<file path="config.mk">
export PLATFORM = sky130hd
export DESIGN_NAME = acc_cpu_core
export DESIGN_NICKNAME = d
export VERILOG_FILES = /design/src/rtl/acc_cpu_pkg.sv /design/src/rtl/acc_cpu_mem.sv /design/src/rtl/acc_cpu_core.sv
export SDC_FILE = /design/constraint.sdc
export NUM_CORES = 1
export LEC_CHECK = 0
export ABC_AREA = 1
export CAP_MARGIN = 20
export CORE_UTILIZATION = 55
export CTS_BUF_LIST = sky130_fd_sc_hd__clkbuf_8
export CTS_CLUSTER_SIZE = 24
export DETAILED_ROUTE_END_ITERATION = 10
export PLACE_DENSITY = 0.71
export SYNTH_ARGS = -nofsm -noshare
export SYNTH_HDL_FRONTEND = slang
export SYNTH_SLANG_ARGS = --single-unit
</file>
<file path="constraint.sdc">
create_clock -name clock -period 9.85 [get_ports clock]
set_input_delay 2.955 -clock clock [delete_from_list [all_inputs] [get_ports clock]]
set_output_delay 2.955 -clock clock [all_outputs]
set_load 0.03 [all_outputs]
</file>
<file path="src/rtl/acc_cpu_pkg.sv">
// Shared opcode and FSM state encodings for the accumulator CPU.
package acc_cpu_pkg;

  localparam logic [2:0] OP_LOAD  = 3'b000;
  localparam logic [2:0] OP_STORE = 3'b001;
  localparam logic [2:0] OP_ADD   = 3'b010;
  localparam logic [2:0] OP_SUB   = 3'b011;
  localparam logic [2:0] OP_IN    = 3'b100;
  localparam logic [2:0] OP_JZ    = 3'b101;
  localparam logic [2:0] OP_JPOS  = 3'b110;
  localparam logic [2:0] OP_HALT  = 3'b111;

  typedef enum logic [3:0] {
    ST_HALT     = 4'd0,
    ST_FETCH    = 4'd1,
    ST_DECODE   = 4'd2,
    ST_EX_LOAD  = 4'd3,
    ST_EX_STORE = 4'd4,
    ST_EX_ADD   = 4'd5,
    ST_EX_SUB   = 4'd6,
    ST_EX_IN    = 4'd7,
    ST_EX_JZ    = 4'd8,
    ST_EX_JPOS  = 4'd9,
    ST_EX_HALT  = 4'd10
  } state_t;

  function automatic state_t execState(input logic [2:0] op);
    state_t s;
    case (op)
      OP_LOAD:  s = ST_EX_LOAD;
      OP_STORE: s = ST_EX_STORE;
      OP_ADD:   s = ST_EX_ADD;
      OP_SUB:   s = ST_EX_SUB;
      OP_IN:    s = ST_EX_IN;
      OP_JZ:    s = ST_EX_JZ;
      OP_JPOS:  s = ST_EX_JPOS;
      default:  s = ST_EX_HALT;
    endcase
    return s;
  endfunction

endpackage

</file>
<file path="src/rtl/acc_cpu_mem.sv">
// Unified program/data RAM: asynchronous read, single synchronous write port
// shared between the program-load path and STORE instructions.
module acc_cpu_mem
  import acc_cpu_pkg::*;
#(
  parameter int DATA_W = 8,
  parameter int ADDR_W = 5
) (
  input  logic              clock,
  input  logic              i_progWe,
  input  logic [ADDR_W-1:0] i_progAddr,
  input  logic [DATA_W-1:0] i_progData,
  input  logic              i_storeWe,
  input  logic [ADDR_W-1:0] i_storeAddr,
  input  logic [DATA_W-1:0] i_storeData,
  input  logic [ADDR_W-1:0] i_raddr,
  output logic [DATA_W-1:0] o_rdata
);

  logic [DATA_W-1:0] r_mem [2**ADDR_W];

  logic              w_we;
  logic [ADDR_W-1:0] w_waddr;
  logic [DATA_W-1:0] w_wdata;

  // i_progWe is pre-qualified by the core, so it only wins while not executing
  always_comb begin
    w_we    = i_progWe | i_storeWe;
    w_waddr = i_progWe ? i_progAddr : i_storeAddr;
    w_wdata = i_progWe ? i_progData : i_storeData;
  end

  always_ff @(posedge clock) begin
    if (w_we) r_mem[w_waddr] <= w_wdata;
  end

  assign o_rdata = r_mem[i_raddr];

endmodule

</file>
<file path="src/rtl/acc_cpu_core.sv">
// Multi-cycle accumulator CPU: FSM, PC/IR/A datapath, memory-mapped output
// at the top address, and a program-load port usable in reset or HALT.
module acc_cpu_core
  import acc_cpu_pkg::*;
#(
  parameter int DATA_W = 8,
  parameter int ADDR_W = 5
) (
  input  logic              clock,
  input  logic              reset,
  input  logic              start,
  input  logic              prog_we,
  input  logic [ADDR_W-1:0] prog_addr,
  input  logic [DATA_W-1:0] prog_data,
  input  logic [DATA_W-1:0] in_data,
  input  logic              in_valid,
  output logic              in_ready,
  output logic [DATA_W-1:0] out_data,
  output logic              out_valid,
  output logic              halted,
  output logic [ADDR_W-1:0] pc,
  output logic [DATA_W-1:0] acc,
  output logic [DATA_W-1:0] ir,
  output logic [3:0]        dbg_state
);

  localparam logic [ADDR_W-1:0] PC_ONE   = {{(ADDR_W-1){1'b0}}, 1'b1};
  localparam logic [ADDR_W-1:0] OUT_ADDR = {ADDR_W{1'b1}};

  state_t            r_state, w_nextState;
  logic [ADDR_W-1:0] r_pc;
  logic [DATA_W-1:0] r_ir, r_acc, r_outData;
  logic              r_outValid;

  logic [2:0]        w_opcode;
  logic [ADDR_W-1:0] w_addr, w_memAddr;
  logic [DATA_W-1:0] w_memData;
  logic              w_aeq0, w_apos, w_progWe, w_storeWe;

  assign w_opcode  = r_ir[DATA_W-1 -: 3];
  assign w_addr    = r_ir[ADDR_W-1:0];
  assign w_aeq0    = (r_acc == '0);
  assign w_apos    = !r_acc[DATA_W-1] && !w_aeq0;
  assign w_memAddr = (r_state == ST_FETCH) ? r_pc : w_addr;

  // Loading is locked out while a program runs; a reset cycle suppresses STORE
  assign w_progWe  = prog_we && (!reset || r_state == ST_HALT);
  assign w_storeWe = reset && (r_state == ST_EX_STORE);

  acc_cpu_mem #(.DATA_W(DATA_W), .ADDR_W(ADDR_W)) u_mem (
    .clock       (clock),
    .i_progWe    (w_progWe),
    .i_progAddr  (prog_addr),
    .i_progData  (prog_data),
    .i_storeWe   (w_storeWe),
    .i_storeAddr (w_addr),
    .i_storeData (r_acc),
    .i_raddr     (w_memAddr),
    .o_rdata     (w_memData)
  );

  always_ff @(posedge clock) begin
    if (!reset) r_state <= ST_HALT;
    else        r_state <= w_nextState;
  end

  always_comb begin
    w_nextState = r_state;
    case (r_state)
      ST_HALT:    if (start) w_nextState = ST_FETCH;
      ST_FETCH:   w_nextState = ST_DECODE;
      ST_DECODE:  w_nextState = execState(w_opcode);
      ST_EX_IN:   if (in_valid) w_nextState = ST_FETCH;
      ST_EX_HALT: w_nextState = ST_HALT;
      default:    w_nextState = ST_FETCH;
    endcase
  end

  always_ff @(posedge clock) begin
    if (!reset) begin
      r_pc       <= '0;
      r_ir       <= '0;
      r_acc      <= '0;
      r_outData  <= '0;
      r_outValid <= 1'b0;
    end else begin
      r_outValid <= 1'b0;
      case (r_state)
        ST_HALT:    if (start) r_pc <= '0;
        ST_FETCH: begin
          r_ir <= w_memData;
          r_pc <= r_pc + PC_ONE;
        end
        ST_EX_LOAD: r_acc <= w_memData;
        ST_EX_ADD:  r_acc <= r_acc + w_memData;
        ST_EX_SUB:  r_acc <= r_acc - w_memData;
        ST_EX_IN:   if (in_valid) r_acc <= in_data;
        ST_EX_JZ:   if (w_aeq0) r_pc <= w_addr;
        ST_EX_JPOS: if (w_apos) r_pc <= w_addr;
        ST_EX_STORE: begin
          if (w_addr == OUT_ADDR) begin
            r_outData  <= r_acc;
            r_outValid <= 1'b1;
          end
        end
        default: ;
      endcase
    end
  end

  assign in_ready  = (r_state == ST_EX_IN);
  assign out_data  = r_outData;
  assign out_valid = r_outValid;
  assign halted    = (r_state == ST_HALT);
  assign pc        = r_pc;
  assign acc       = r_acc;
  assign ir        = r_ir;
  assign dbg_state = r_state;

endmodule
</file>
=== Word level (Yosys, flattened, before mapping) ===
Memory sizes are Yosys's and may differ from the RTL's.
Cells that the tools add are included.

* Bits of input ports: 26
* Logic and storage cells: 65
* Output and inout port bits: 36
* Bits in writable memories: 256
* Flip-flop bits (word level): 34
* Memories kept: 1

* Reductions and logical operators: 17
* Mux-type cells: 16
* Bitwise operators: 1
* $add $sub $neg: 3
* Equal/unequal tests: 21

{| class="wikitable"
|+ Memories
! name !! depth !! bits a word !! rd ports !! clocked after memory_dff !! wr ports !! line !! source
|-
| u_mem.r_mem || 32 || 8 || 1 || 0 || 1 || acc_cpu_mem.sv:20 || <nowiki>logic [DATA_W-1:0] r_mem [2**ADDR_W];</nowiki>
|}

{| class="wikitable"
|+ Operators by type and width
! operator !! number
|-
| one-hot mux 8 bit (4 select lines) || 1
|-
| one-hot mux 4 bit (7 select lines) || 1
|-
| 2-to-1 mux 5 bit || 5
|-
| one-hot mux 4 bit (5 select lines) || 1
|-
| one-hot mux 5 bit (4 select lines) || 1
|-
| equality test 4 x 3 -> 1 bit (second input constant) || 4
|-
| 2-to-1 mux 8 bit || 2
|-
| equality test 4 bit (second input constant) || 3
|-
| equality test 3 bit (second input constant) || 3
|-
| adder 8 bit || 1
|-
| equality test 4 x 2 -> 1 bit (second input constant) || 2
|-
| zero test 8 bit || 1
|-
| 2-to-1 mux 4 bit || 2
|-
| != test 2 bit (second input constant) || 4
|-
| AND reduction 2 bit || 4
|-
| nonzero test 4 bit || 2
|-
| subtractor 8 bit || 1
|-
| equality test 3 x 2 -> 1 bit (second input constant) || 2
|-
| adder 5 x 1 -> 5 bit (second input constant) || 1
|-
| equality test 5 bit (second input constant) || 1
|-
| equality test 4 x 1 -> 1 bit (second input constant) || 1
|-
| zero test 4 bit || 1
|-
| AND reduction 4 bit || 1
|-
| equality test 3 x 1 -> 1 bit (second input constant) || 1
|-
| other kinds (6) || 12
|}

=== Logic depth before layout (Yosys ltp) ===
Gate-level depths: netlist (run 1).

* Word-level depth: 6
* Mapped depth: 33
* Mapped depth without buffers: 32

=== Cells and area by module ===
From an unflattened synthesis (run 1), not the netlist that was laid out.

* Cell total of the unflattened synthesis: 1,295
* Area total of the unflattened synthesis: 12,854.8 µm²

{| class="wikitable"
|+ By module, submodules not included
! module !! cells each !! sequential area each (µm²) !! instances !! area each (µm²)
|-
| acc_cpu_mem || 957 || 7,687.4 || 1 || 10,642.7
|-
| acc_cpu_core || 338 || 680.7 || 1 || 2,212.1
|}

=== Worst setup path before layout (run 1) ===
OpenSTA, ideal clock, no wires.

* Kind: input to register
* From: input port reset
* To: memory u_mem.r_mem[0][5], data pin
* Setup time: 0.377 ns
* Required time: 9.473 ns
* Data arrival time: 4.934 ns
* Buffers on the path: 2
* Setup slack: 4.539 ns
* Stages: 6
* Cell sequence: inv_1 o21ai_1 clkbuf_1 clkbuf_1 nor2_1 a21oi_1

* Cells in the longest elaborated chain, start to end: 4

{| class="wikitable"
|+ Ends and longest elaborated chain
! element !! line !! source
|-
| from (decl) || acc_cpu_core.sv:10 || <nowiki>input logic reset,</nowiki>
|-
| zero test 1 bit || -- ||
|-
| logical OR 1 bit || acc_cpu_core.sv:47 || <nowiki>assign w_progWe = prog_we && (!reset || r_state == ST_HALT);</nowiki>
|-
| logical AND 1 bit || acc_cpu_core.sv:47 ||
|-
| 2-to-1 mux 8 bit || acc_cpu_mem.sv:30 || <nowiki>w_wdata = i_progWe ? i_progData : i_storeData;</nowiki>
|-
| net u_mem.w_wdata[5] || acc_cpu_mem.sv:24 || <nowiki>logic [DATA_W-1:0] w_wdata;</nowiki>
|-
| to (decl) || acc_cpu_mem.sv:20 ||
|}

The timed path passes the listed nets, and every way through them passes these cells.

=== Worst setup path after layout (run 1) ===
* From: input port reset
* To: memory u_mem.r_mem[6][4], enable pin

* Cells in the longest elaborated chain, start to end: 6
* Elaborated cells on any way between the ends: 8
* Classes of those cells: mux (3); bitwise (1); reduce/logical (4)

{| class="wikitable"
|+ Ends and longest elaborated chain
! element !! line !! source
|-
| zero test 1 bit || -- ||
|-
| logical OR 1 bit || acc_cpu_core.sv:47 ||
|-
| logical AND 1 bit || acc_cpu_core.sv:47 ||
|-
| bitwise OR 1 bit || acc_cpu_mem.sv:28 || <nowiki>w_we = i_progWe | i_storeWe;</nowiki>
|-
| 2-to-1 mux 1 bit || acc_cpu_mem.sv:34 || <nowiki>if (w_we) r_mem[w_waddr] <= w_wdata;</nowiki>
|-
| 2-to-1 mux 1 bit (implied by the code) || acc_cpu_mem.sv:34 ||
|}

Several ways; a longest one is shown, not always the timed one.

==> flow_summary.json, run 1 <==
{
  "leakage_nw": 5.99,
  "skew_ns": 0.0317,
  "rsz0062_at_grt": "false",
  "synth_nets": 1386,
  "drt-pass1-iter-count": 5,
  "fin_crit_sh_pct": 65.9,
  "die_w_microns": 159,
  "end_kind": "register",
  "max_stage_delay_ns": 0.99,
  "use_met3_pct": 4.98,
  "synth_cell_type_count": 43,
  "yosys_most_used_dff": "edfxtp_1",
  "final_cell_mix": "256 x edfxtp_1, 251 x nand3_1, 247 x nand2_1, 181 x inv_1, 86 x nand3b_1",
  "path_max_fanout": 27,
  "grt_pass1_vias": 9700,
  "syn2layout_area_growth_pct": 11.9,
  "synth_edf_count": 256,
  "cts_buffer_depth": 3,
  "start_util_pct": 55.9,
  "startpoint_type": "primary input",
  "grt_remaining_overflow": 0,
  "critPathBufInv": 3,
  "tightest_slew_ns": 0.860,
  "crit_required_ns": 10.05,
  "grt_pass1_wl_mm": 54.4,
  "path_class": "primary input to register",
  "r2r_end": "acc[7]$_SDFFE_PN0P_",
  "fp-row-count": 57,
  "cp_slowest_cell": "clkdlybuf4s50_1",
  "cts_tree": "done",
  "p_total_w": 0.00491,
  "async_flop_share_pct": 0,
  "ctsResizeCount": 0,
  "ant_nets": 0,
  "outcome": "completed",
  "fin_tns_setup_ns": 0,
  "cts.sinks": 290,
  "power_density_nw_per_um2": 323,
  "synth_area_per_cell_sq_um": 10.1,
  "final_cells": 1762,
  "critPathTopFamily": "buffers and inverters",
  "hpwl_mm": 21.6,
  "final_nets": 1440,
  "via_per_inst": 5.72,
  "first_iter_violations": 1191,
  "finalHoldViolations": 0,
  "core_sq_um": 24300,
  "syn_area_sq_um": 13600,
  "postCtsSetupBuffers": 0,
  "drive_above_1_share_pct": 7.38,
  "synth-warning-count": 0,
  "port_buffers": 61,
  "post_drt_wl_per_cell_microns": 19.8,
  "dp_cells": 1680,
  "crit_start": "reset",
  "crit_path_end": "u_mem.r_mem[6][4]$_DFFE_PP_",
  "worstReg2RegStart": "dbg_state[3]$_SDFFE_PN0P_",
  "gp_congestion": 0.938,
  "use_met1_pct": 39.3,
  "busiest_layer": "met2",
  "ir_drop_mv": 0.293,
  "drt_wl_total_mm": 35.0,
  "cts_hold_buffers": 0,
  "post-route-util_pct": 62.6,
  "h-tree-depth": 2,
  "hp-class": "register to register",
  "clkLatencyLatePin_ns": 0.58,
  "maxCapViolCount": 0,
  "cts_root_buffer": "clkbuf_8",
  "ioPinCount": 62,
  "cp.depth": 8,
  "relSlewSlack_pct": 42.7,
  "stdcell_area_sq_um": 15200,
  "grtUsageMet2_pct": 43.6,
  "final_common_cell": "edfxtp_1",
  "drc": 0,
  "reg2reg_depth": 30,
  "die_h_microns": 159,
  "r2r_slack_ns": 3.64,
  "grt_start_max_net_pins": 83,
  "cts_buffers": 46,
  "min_period_ns": 6.49,
  "synth-seq-area-share_pct": 61.5,
  "fmax_mhz": 154,
  "synth-seq-cells": 290,
  "place_area_sq_um": 14400,
  "maxSlewViolCount": 0,
  "crit_chain": "clkdlybuf4s50_1 -> inv_1 -> o21ai_2 -> buf_4 -> nand2_1 -> o21ai_0 -> nand3_1 -> nor2_1",
  "dieArea_sq_um": 25400,
  "antenna_found_initial": 0,
  "synthCells": 1350,
  "setup_violations": 0,
  "num_vias": 10085,
  "num-fill-cells": 1988,
  "crit_arrival_ns": 6.69,
  "grt_usage_pct": 28.1,
  "cts.clk_slew.worst_paths_ns": 0.06
}
==> routing by layer <==
layer  up-vias  part of all wire, %
met1      4781                   42
li1       4737                    -
met5         -                    0
met4         0                  3.2
met3        93                  8.9
met2       474                   45
==> cells in the mapped netlist, types with 7 or more instances <==
master | n | area share (%)
ha_1 | 9 | 0.83
nor2_1 | 75 | 2.1
clkbuf_1 | 10 | 0.28
nand3_1 | 252 | 9.3
buf_2 | 37 | 1.4
nand2_1 | 247 | 6.8
nand3b_1 | 86 | 4.7
buf_4 | 16 | 0.88
edfxtp_1 | 256 | 57
o21ai_0 | 40 | 1.5
dfxtp_1 | 34 | 5.0
o211ai_1 | 12 | 0.66
a21oi_1 | 41 | 1.5
inv_1 | 167 | 4.6
xor2_1 | 7 | 0.45
==> metrics by stage <==
stage          setup slack (ns)  hold WS [ns]
2_1_floorplan              4.54         0.607
3_3_place_gp               2.99         0.480
3_5_place_dp               2.87         0.494
4_1_cts                    3.46         0.502
5_1_grt                    3.10         0.531
6_report                   3.36         0.499
==> power by group <==
part	switching (W)	leakage, nW	internal (W)	total, W
registers	0.0000547	2.61	0.00149	0.00155
logic	0.00171	2.89	0.000700	0.00241
clock network	0.000462	0.486	0.000491	0.000954
total	0.00223	5.99	0.00268	0.00491
==> registers in the layout (all words and copies together), names as in the netlist <==
signal and cells:
u_mem.r_mem 256, ir 8, acc 8, dbg_state 4, out_data 8, pc 5, out_valid 1
==> how the worst min path moves through the flow <==
stage	depth (start not counted)	from	endpoint	slack, ns
after floorplan	2	acc[0]$_SDFFE_PN0P_	acc[0]$_SDFFE_PN0P_	0.61
after global placement	2	acc[0]$_SDFFE_PN0P_	acc[0]$_SDFFE_PN0P_	0.48
after detailed placement	2	acc[0]$_SDFFE_PN0P_	acc[0]$_SDFFE_PN0P_	0.49
after CTS	2	acc[0]$_SDFFE_PN0P_	acc[0]$_SDFFE_PN0P_	0.50
after global routing	2	acc[0]$_SDFFE_PN0P_	acc[0]$_SDFFE_PN0P_	0.53
final	2	acc[0]$_SDFFE_PN0P_	acc[0]$_SDFFE_PN0P_	0.50
==> final cells by class <==
type                            instances  area, sq um  share of cell area (%)
Sequential cell                       290         8370                    55.0
Tap cell                              324          405                    2.66
Timing Repair Buffer                   75          716                    4.70
Clock inverter                         35          215                    1.41
Antenna cell                            1         2.50                  0.0164
Multi-Input combinational cell        816         4220                    27.7
Clock buffer                           46          633                    4.16
Inverter                              175          659                    4.33
==> worst register-to-register path, delay by kind of cell (launching register included) <==
family / cells / cell delay [ns]
AO/OA/AOI/OAI: 4 / 0.58
XOR/XNOR: 2 / 0.39
adder cells (fa/ha/maj): 2 / 0.47
buffers and inverters: 3 / 0.77
flip-flops: 1 / 0.36
AND/OR/NAND/NOR: 19 / 3.53
==> logic make-up after synthesis <==
| family | synth area share, % |
|---|---|
| AOI/OAI and AO/OA | 5.02 |
| xor gates and xnor gates | 0.579 |
| adders and majority gates | 0.975 |
| buffers and inverters | 7.86 |
| DFF | 61.5 |
| and+or+nand+nor | 24.1 |
Note: power is estimated with default switching activity, not from simulation.
==> run 2: changes to the inputs <==
clock period = 6.7 ns   (was 9.85 ns; I/O delays follow)
==> flow_summary.json, run 2 (synthesis results as in run 1) <==
{
  "outcome": "completed",
  "holdPathEnd": "acc[0]$_SDFFE_PN0P_",
  "dieArea_sq_um": 25400,
  "worstReg2RegStart": "dbg_state[3]$_SDFFE_PN0P_",
  "antenna_found_initial": 0,
  "drc": 0,
  "post-route-util_pct": 63.2,
  "cp_slowest_cell": "nand2_4",
  "grt_start_max_net_pins": 77,
  "cts_buffer_depth": 3,
  "cts.clk_slew.worst_paths_ns": 0.06,
  "start_util_pct": 55.9,
  "syn2layout_area_growth_pct": 12.9,
  "drt_wl_total_mm": 34.1,
  "stdcell_area_sq_um": 15400,
  "post_drt_wl_per_cell_microns": 19.2,
  "ioPinCount": 62,
  "place_area_sq_um": 14500,
  "regMostFlops": "u_mem.r_mem",
  "max_stage_delay_ns": 0.52,
  "grt_pass1_vias": 9560,
  "grt_pass1_wl_mm": 53.0,
  "drt-pass1-iter-count": 5,
  "h-tree-depth": 2,
  "cts_tree": "done",
  "tightest_slew_ns": 1.09,
  "path_class": "register to register",
  "maxCapViolCount": 0,
  "via_per_inst": 5.69,
  "maxSlewViolCount": 0,
  "skew_ns": 0.0245,
  "ctsResizeCount": 0,
  "core_sq_um": 24300,
  "fmax_mhz": 182,
  "cts_buffers": 47,
  "hp-class": "register to register",
  "fp-row-count": 57,
  "largest_register_ffs": 256,
  "clkPwrFrac_pct": 19.1,
  "finalHoldViolations": 0,
  "critPathMostFrequentCell": "nand2_1",
  "die_w_microns": 159,
  "path_max_fanout": 57,
  "postCtsSetupBuffers": 0,
  "crit_arrival_ns": 5.99,
  "setup_violations": 0,
  "clkLatencyLatePin_ns": 0.56,
  "p_seq_share_pct": 31.2,
  "crit_required_ns": 7.19,
  "num-fill-cells": 1987,
  "swShare_pct": 45.1,
  "leakage_nw": 6.06,
  "cts_hold_buffers": 0,
  "switchingPower_w": 0.00329,
  "hpwl_mm": 21.8,
  "r2r_slack_ns": 1.20,
  "port_buffers": 61,
  "first_iter_violations": 1081,
  "min_period_ns": 5.50,
  "internal-power_w": 0.00400,
  "final_common_cell": "edfxtp_1",
  "cts.sinks": 290,
  "ant_nets": 0,
  "grt_usage_pct": 27.2,
  "power_density_nw_per_um2": 474,
  "worstHoldStart": "acc[0]$_SDFFE_PN0P_",
  "relSlewSlack_pct": 27.5,
  "ir_drop_mv": 0.227,
  "hold_depth": 2,
  "cts_root_buffer": "clkbuf_8",
  "end_kind": "register",
  "fin_crit_sh_pct": 82.1,
  "combPwrFrac_pct": 49.7,
  "final_nets": 1455,
  "final_cell_mix": "256 x edfxtp_1, 251 x nand3_1, 247 x nand2_1, 177 x inv_1, 86 x nand3b_1",
  "reg2reg_depth": 30,
  "fin_tns_setup_ns": 0,
  "num_vias": 10122,
  "antennaDiodeCount": 0,
  "startpoint_type": "register",
  "drive_above_1_share_pct": 8.25,
  "grt_remaining_overflow": 0,
  "rsz0062_at_grt": "false",
  "r2r_end": "acc[7]$_SDFFE_PN0P_",
  "die_h_microns": 159,
  "gp_congestion": 0.961
}
run 2: cell types whose count changed in the layout (fill, tap and decap cells not counted):
cell / change
buf_4: +9
clkinv_1: +8
inv_1: -4
buf_8: +3
clkbuf_8: +3
buf_12: +1
buf_6: +1
bufinv_16: -1
clkinv_8: -1
clkinvlp_4: -1
diode_2: -1
run 2: worst max-delay path: cells and delay by family (launching register included):
kind	cells	cell delay, ns
xor gates and xnor gates	2	0.34
buffers and inverters	3	0.46
DFF	1	0.35
adders and majority gates	2	0.47
and+or+nand+nor	18	3.02
AOI/OAI and AO/OA	5	0.76
run 2: worst max-delay path by stage:
| stage | depth (start not counted) | end | start |
|---|---|---|---|
| 4_1_cts | 30 | acc[7]$_SDFFE_PN0P_ | dbg_state[3]$_SDFFE_PN0P_ |
| 6_report | 30 | acc[7]$_SDFFE_PN0P_ | dbg_state[3]$_SDFFE_PN0P_ |
| 5_1_grt | 32 | acc[7]$_SDFFE_PN0P_ | dbg_state[3]$_SDFFE_PN0P_ |
| 3_5_place_dp | 30 | acc[7]$_SDFFE_PN0P_ | dbg_state[3]$_SDFFE_PN0P_ |
| 3_3_place_gp | 30 | acc[7]$_SDFFE_PN0P_ | dbg_state[3]$_SDFFE_PN0P_ |
| 2_1_floorplan | 6 | u_mem.r_mem[0][5]$_DFFE_PP_ | reset |
run 2: per-stage QoR:
step	hold slack, ns	cells	setup slack, ns	total power [W]
finish	0.483	1779	1.20	0.00729
global route	0.520	1779	0.776	0.00771
CTS	0.479	1778	1.27	0.00726
detailed placement	0.470	1693	1.29	0.00587
global placement	0.466	1690	1.46	0.00581
floorplan	0.607	1350	2.33	0.00485
run 2: area by class of cell:
type,count,area (sq um),share of cell area (%)
multi-input combinational,816,4220,27.5
clock inverter,36,176,1.15
inverter,175,659,4.29
timing repair buffer,89,860,5.59
sequential,290,8370,54.5
tap,324,405,2.64
clock buffer,49,674,4.39
run 2: routing by layer:
metal / wire [microns] / GRT usage, %
met1: 14400 / 38.5
met2: 15600 / 42.6
met3: 3200 / 4.79
met4: 907 / 9.09
met5: 0 / 0
run 2: power by group through the flow:
stage / Combinational [W] / Sequential, W / Clock [W]
after detailed placement: 0.00356 / 0.00231 / 0
after global placement: 0.00350 / 0.00231 / 0
after global routing: 0.00393 / 0.00228 / 0.00150
final: 0.00362 / 0.00227 / 0.00139
after CTS: 0.00358 / 0.00227 / 0.00141
after floorplan: 0.00248 / 0.00238 / 0
==> run 3: changes to the inputs <==
clock period = 5.7 ns   (was 6.7 ns; I/O delays follow)
==> flow_summary.json, run 3 (synthesis results as in run 1) <==
{
  "outcome": "completed",
  "leakage_nw": 6.06,
  "start_util_pct": 55.9,
  "cts.clk_slew.worst_paths_ns": 0.06,
  "setup_violations": 0,
  "antenna_found_initial": 0,
  "worstHoldStart": "acc[0]$_SDFFE_PN0P_",
  "num_vias": 10169,
  "fin_crit_sh_pct": 89.0,
  "dieArea_sq_um": 25400,
  "ant_nets": 0,
  "rsz0062_at_grt": "false",
  "first_iter_violations": 1355,
  "drc": 0,
  "path_max_fanout": 44,
  "relSlewSlack_pct": 36.7,
  "core_sq_um": 24300,
  "grt_usage_pct": 27.7,
  "crit_arrival_ns": 5.56,
  "largest_register_ffs": 256,
  "ir_drop_mv": 0.429,
  "path_class": "register to register",
  "holdPathEnd": "acc[0]$_SDFFE_PN0P_",
  "h-tree-depth": 2,
  "crit_required_ns": 6.18,
  "critPathMostFrequentCell": "nand2_1",
  "r2r_slack_ns": 0.63,
  "via_per_inst": 5.72,
  "final_nets": 1456,
  "skew_ns": 0.0209,
  "hpwl_mm": 21.4,
  "fp-row-count": 57,
  "port_buffers": 61,
  "tightest_slew_ns": 0.949,
  "grt_start_max_net_pins": 119,
  "clkLatencyLatePin_ns": 0.55,
  "maxSlewViolCount": 0,
  "final_cell_mix": "256 x edfxtp_1, 251 x nand3_1, 247 x nand2_1, 183 x inv_1, 86 x nand3b_1",
  "die_h_microns": 159,
  "grt_remaining_overflow": 0,
  "startpoint_type": "register",
  "p_total_w": 0.00847,
  "cts_root_buffer": "clkbuf_8",
  "maxCapViolCount": 0,
  "r2r_end": "acc[7]$_SDFFE_PN0P_",
  "final_common_cell": "edfxtp_1",
  "max_stage_delay_ns": 0.48,
  "fmax_mhz": 197,
  "syn2layout_area_growth_pct": 12.6,
  "grt_pass1_vias": 9451,
  "grt_pass1_wl_mm": 53.8,
  "drt_wl_total_mm": 35.1,
  "post_drt_wl_per_cell_microns": 19.8,
  "gp_congestion": 0.935,
  "cp_slowest_cell": "dfxtp_1",
  "fin_tns_setup_ns": 0,
  "cts_buffer_depth": 3,
  "power_density_nw_per_um2": 553,
  "min_period_ns": 5.07,
  "worstReg2RegStart": "dbg_state[1]$_SDFFE_PN0P_",
  "hp-class": "register to register",
  "cts.sinks": 290,
  "reg2reg_depth": 31,
  "drive_above_1_share_pct": 8.33,
  "cts_buffers": 45,
  "cts_tree": "done",
  "end_kind": "register",
  "hold_depth": 2,
  "drt-pass1-iter-count": 6,
  "finalHoldViolations": 0,
  "regMostFlops": "u_mem.r_mem",
  "ioPinCount": 62,
  "die_w_microns": 159
}
## run 3: changes by cell type in the layout (fill, tap and decap cells not counted), moves of 2 or more
cell / before / now
buf_8: 3 / 0
buf_4: 23 / 28
clkinv_1: 19 / 9
inv_6: 0 / 2
clkbuf_8: 49 / 47
inv_1: 177 / 183
## run 3: timing repair
item / in CTS / in global routing
gates resized for setup: 0 / 0
endpoints found under the setup margin: 0 / 1
hold buffers: 0 / 0
setup buffers: 0 / 0
## run 3: final cells by class
class / count / area [sq um]
flip-flops and latches: 290 / 8370
multi-input cells: 817 / 4230
fillers: 1999 / 9010
diodes: 1 / 2.50
well taps: 324 / 405
inverters: 175 / 659
clock buffers: 47 / 647
clock inverters: 32 / 138
repair buffers: 91 / 861
## run 3: worst max-delay path by stage
stage / slack, ns / endpoint / start / cells past startpoint
floorplan: 1.63 / u_mem.r_mem[0][5]$_DFFE_PP_ / reset / 6
global placement: 0.67 / acc[7]$_SDFFE_PN0P_ / dbg_state[3]$_SDFFE_PN0P_ / 27
detailed placement: 0.49 / acc[7]$_SDFFE_PN0P_ / dbg_state[3]$_SDFFE_PN0P_ / 27
CTS: 0.47 / acc[7]$_SDFFE_PN0P_ / dbg_state[3]$_SDFFE_PN0P_ / 27
global route: 0.13 / acc[7]$_SDFFE_PN0P_ / dbg_state[1]$_SDFFE_PN0P_ / 31
finish: 0.63 / acc[7]$_SDFFE_PN0P_ / dbg_state[1]$_SDFFE_PN0P_ / 31
## run 3: critical path: cells and delay by family, from the launching register on
kind,cells,cell delay [ns]
flops,1,0.48
buf+inv,3,0.54
compound gates,5,0.67
xor+xnor,2,0.33
simple gates,19,2.47
fa+ha+maj,2,0.48
## run 3: through the flow
step	cells	worst slack [ns]	hold WS [ns]	cell area, sq um	util, %
2_1_floorplan	1350	1.63	0.607	13600	-
3_3_place_gp	1696	0.667	0.472	14500	59.7
3_5_place_dp	1696	0.488	0.491	14500	59.7
4_1_cts	1775	0.467	0.499	15300	62.9
5_1_grt	1776	0.129	0.535	15300	63.0
6_report	1777	0.627	0.503	15300	63.0
## run 3: power breakdown
group | switching (W) | internal [W]
registers | 0.0000909 | 0.00258
clock network | 0.000792 | 0.000765
logic | 0.00299 | 0.00126
## run 3: metal layers
metal	track usage (%)	part of all wire (%)	vias to the layer above
li1	-	-	4764
met3	4.77	9.0	75
met1	40.0	42	4812
met5	0	0	-
met4	10.3	3.3	0
met2	42.3	45	518
==> variant (config.mk and constraints of run 1) <==
Put one more register stage on the output `dbg_state`, cleared by the reset. The value now appears one clock later. The other outputs are not delayed to match.
--- a/src/rtl/acc_cpu_core.sv
+++ b/src/rtl/acc_cpu_core.sv
@@ -117,3 +117,9 @@
   assign ir        = r_ir;
-  assign dbg_state = r_state;
+  always_ff @(posedge clock) begin
+    if (!reset) begin
+      dbg_state <= '0;
+    end else begin
+      dbg_state <= r_state;
+    end
+  end
 
Function: changed (Yosys sat finds a counterexample within 4 cycles, from zero or initial values and one cycle with reset low).
==> variant against run 1 <==
Worst setup slack worse by 480 ps; first-iteration DRC count down 15%; highest routed layer unchanged; count of clock-buffer cells in the layout increased by 1; clock power is 6% higher; die area decreased by 0.29%; area after synthesis decreased by 0.29%; sequential cell count is 4 higher; final area rose by 0.21%; final cell count is 0.40% higher; total power fell by 1.2%; register-to-register slack better by 300 ps; via count down 1.0%; wire length shrank 1.5%.
==> variant: results (changes against run 1) <==
Synthesis
  • Syn Area/Cell: 10.1 um^2 (about the same)
  • Top cells by area, synth: edfxtp_1 (57%), nand2_1 (7.6%), nand3_1 (7.3%), dfxtp_1 (5.6%), inv_1 (4.7%) (was edfxtp_1 (57%), nand3_1 (9.3%), nand2_1 (6.8%), dfxtp_1 (5.0%), nand3b_1 (4.7%))
  • Area share of fa/ha/maj cells after synthesis: 0.00978 (was 0.00975)
  • Register area share after synthesis: 0.623 (was 0.615)
  • Synth cell count leaders: nand2_1 (273), edfxtp_1 (256), nand3_1 (198), inv_1 (169), nor2_1 (82) (was edfxtp_1 (256), nand3_1 (252), nand2_1 (247), inv_1 (167), nand3b_1 (86))
  • Netlist cell types: 42 (was 43)

Routing
  • Final WL: 34.5 mm (was 35.0 mm)
  • Vias per Instance: 5.64 (was 5.72)
  • Drt pass-1 iters: 7 (was 5)

CTS
  • Inserted Clock Buffers: 47 (was 46)

Cells and area
  • Filler Cell Count: 1,997 (was 1,988)
  • ANT cells: 0 (was 1)
  • Post-Layout Cell Count: 1,769 (was 1,762)
  • Post-layout nets: 1,442 (was 1,440)
  • Layout cells sized above 1: 0.0830 (was 0.0738)

STA
  • Max_slew headroom: 0.393 (was 0.427)
  • Clock Skews: 17.4 ps (was 31.7 ps)

Status
  • Status: completed (unchanged)

Global routing
  • GR Util All Layers: 0.278 (was 0.281)
  • Largest net degree at the start of global routing: 86 (was 83)
  • First-pass GRT wire length: 53.6 mm (was 54.4 mm)

Power
  • Maximum vdd drop: 0.174 mV (was 0.293 mV)
  • Lkg Pwr: 6.05 nW (was 5.99 nW)
  • Sw power: 2.13 mW (was 2.23 mW)

Worst setup path
  • Crit path arrival time: 7170 ps (was 6690 ps)

Placement
  • GP Congestion: 0.920 (was 0.938)
  • Dpl hpwl: 21.3 mm (was 21.6 mm)
[variant: changes by cell type after synthesis, moves of 10 or more]
cell and delta:
a21oi_1 +12, buf_2 -16, clkbuf_1 +12, nand2_1 +26
o21ai_1 +13, buf_4 -10, nand3b_1 -23, nand3_1 -54
o21ai_0 +14
[variant: kinds of logic (layout without fill, tap and decap cells)]
group / Yosys count / in the layout
flip-flops: 294 / 294
AND/OR/NAND/NOR: 645 / 645
adder cells (fa/ha/maj): 10 / 10
buffers and inverters: 237 / 337
XOR/XNOR: 9 / 9
AO/OA/AOI/OAI: 150 / 150
[variant: path summary, 6_finish.rpt]
kind / startpoint / endpoint / slack [ps] / cells past startpoint
max: reset / u_mem.r_mem[9][7]$_DFFE_PP_ / 2880 / 7
min: r_state[3]$_SDFFE_PN0P_ / dbg_state[3]$_SDFF_PN0_ / 470 / 2
max reg2reg: r_state[1]$_SDFFE_PN0P_ / acc[7]$_SDFFE_PN0P_ / 3940 / 25
min reg2reg: r_state[3]$_SDFFE_PN0P_ / dbg_state[3]$_SDFF_PN0_ / 470 / 2
[variant: metrics by stage]
| stage | hold slack (ps) | total power [mW] | cell area, um^2 |
|---|---|---|---|
| 2_1_floorplan | 444 | 3.26 | 13600 |
| 3_3_place_gp | 462 | 3.79 | 14300 |
| 3_5_place_dp | 464 | 3.82 | 14300 |
| 4_1_cts | 470 | 4.83 | 15200 |
| 5_1_grt | 506 | 5.15 | 15300 |
| 6_report | 470 | 4.85 | 15300 |
[variant: routing by layer]
metal | global-route usage | share of wire | vias up | routed length (um)
met3 | 0.0555 | 0.10 | 72 | 3600
li1 | - | - | 4703 | -
met4 | 0.0935 | 0.025 | 0 | 847
met5 | 0 | 0 | - | 0
met1 | 0.387 | 0.41 | 4697 | 14100
met2 | 0.439 | 0.46 | 508 | 15900
[variant: cell type report]
type,instances,share of cell area
repair buffers,76,0.0479
well taps,324,0.0266
clock inverters,41,0.0176
clock buffers,47,0.0424
inverters,173,0.0426
flip-flops and latches,294,0.554
multi-input cells,814,0.269
[variant: power groups by stage]
stage / clock (mW) / sequential [mW] / combinational [mW]
2_1_floorplan: 0 / 1.63 / 1.63
3_3_place_gp: 0 / 1.60 / 2.20
3_5_place_dp: 0 / 1.59 / 2.23
4_1_cts: 1.03 / 1.57 / 2.23
5_1_grt: 1.08 / 1.58 / 2.49
6_report: 1.01 / 1.57 / 2.27
[variant: critical path, cell delays in order]
cell             delay, ps
clkdlybuf4s50_1       1020
clkinv_1               750
o21ai_2                740
o21ai_0                260
inv_1                  120
nand3_1                520
nor2_1                 790
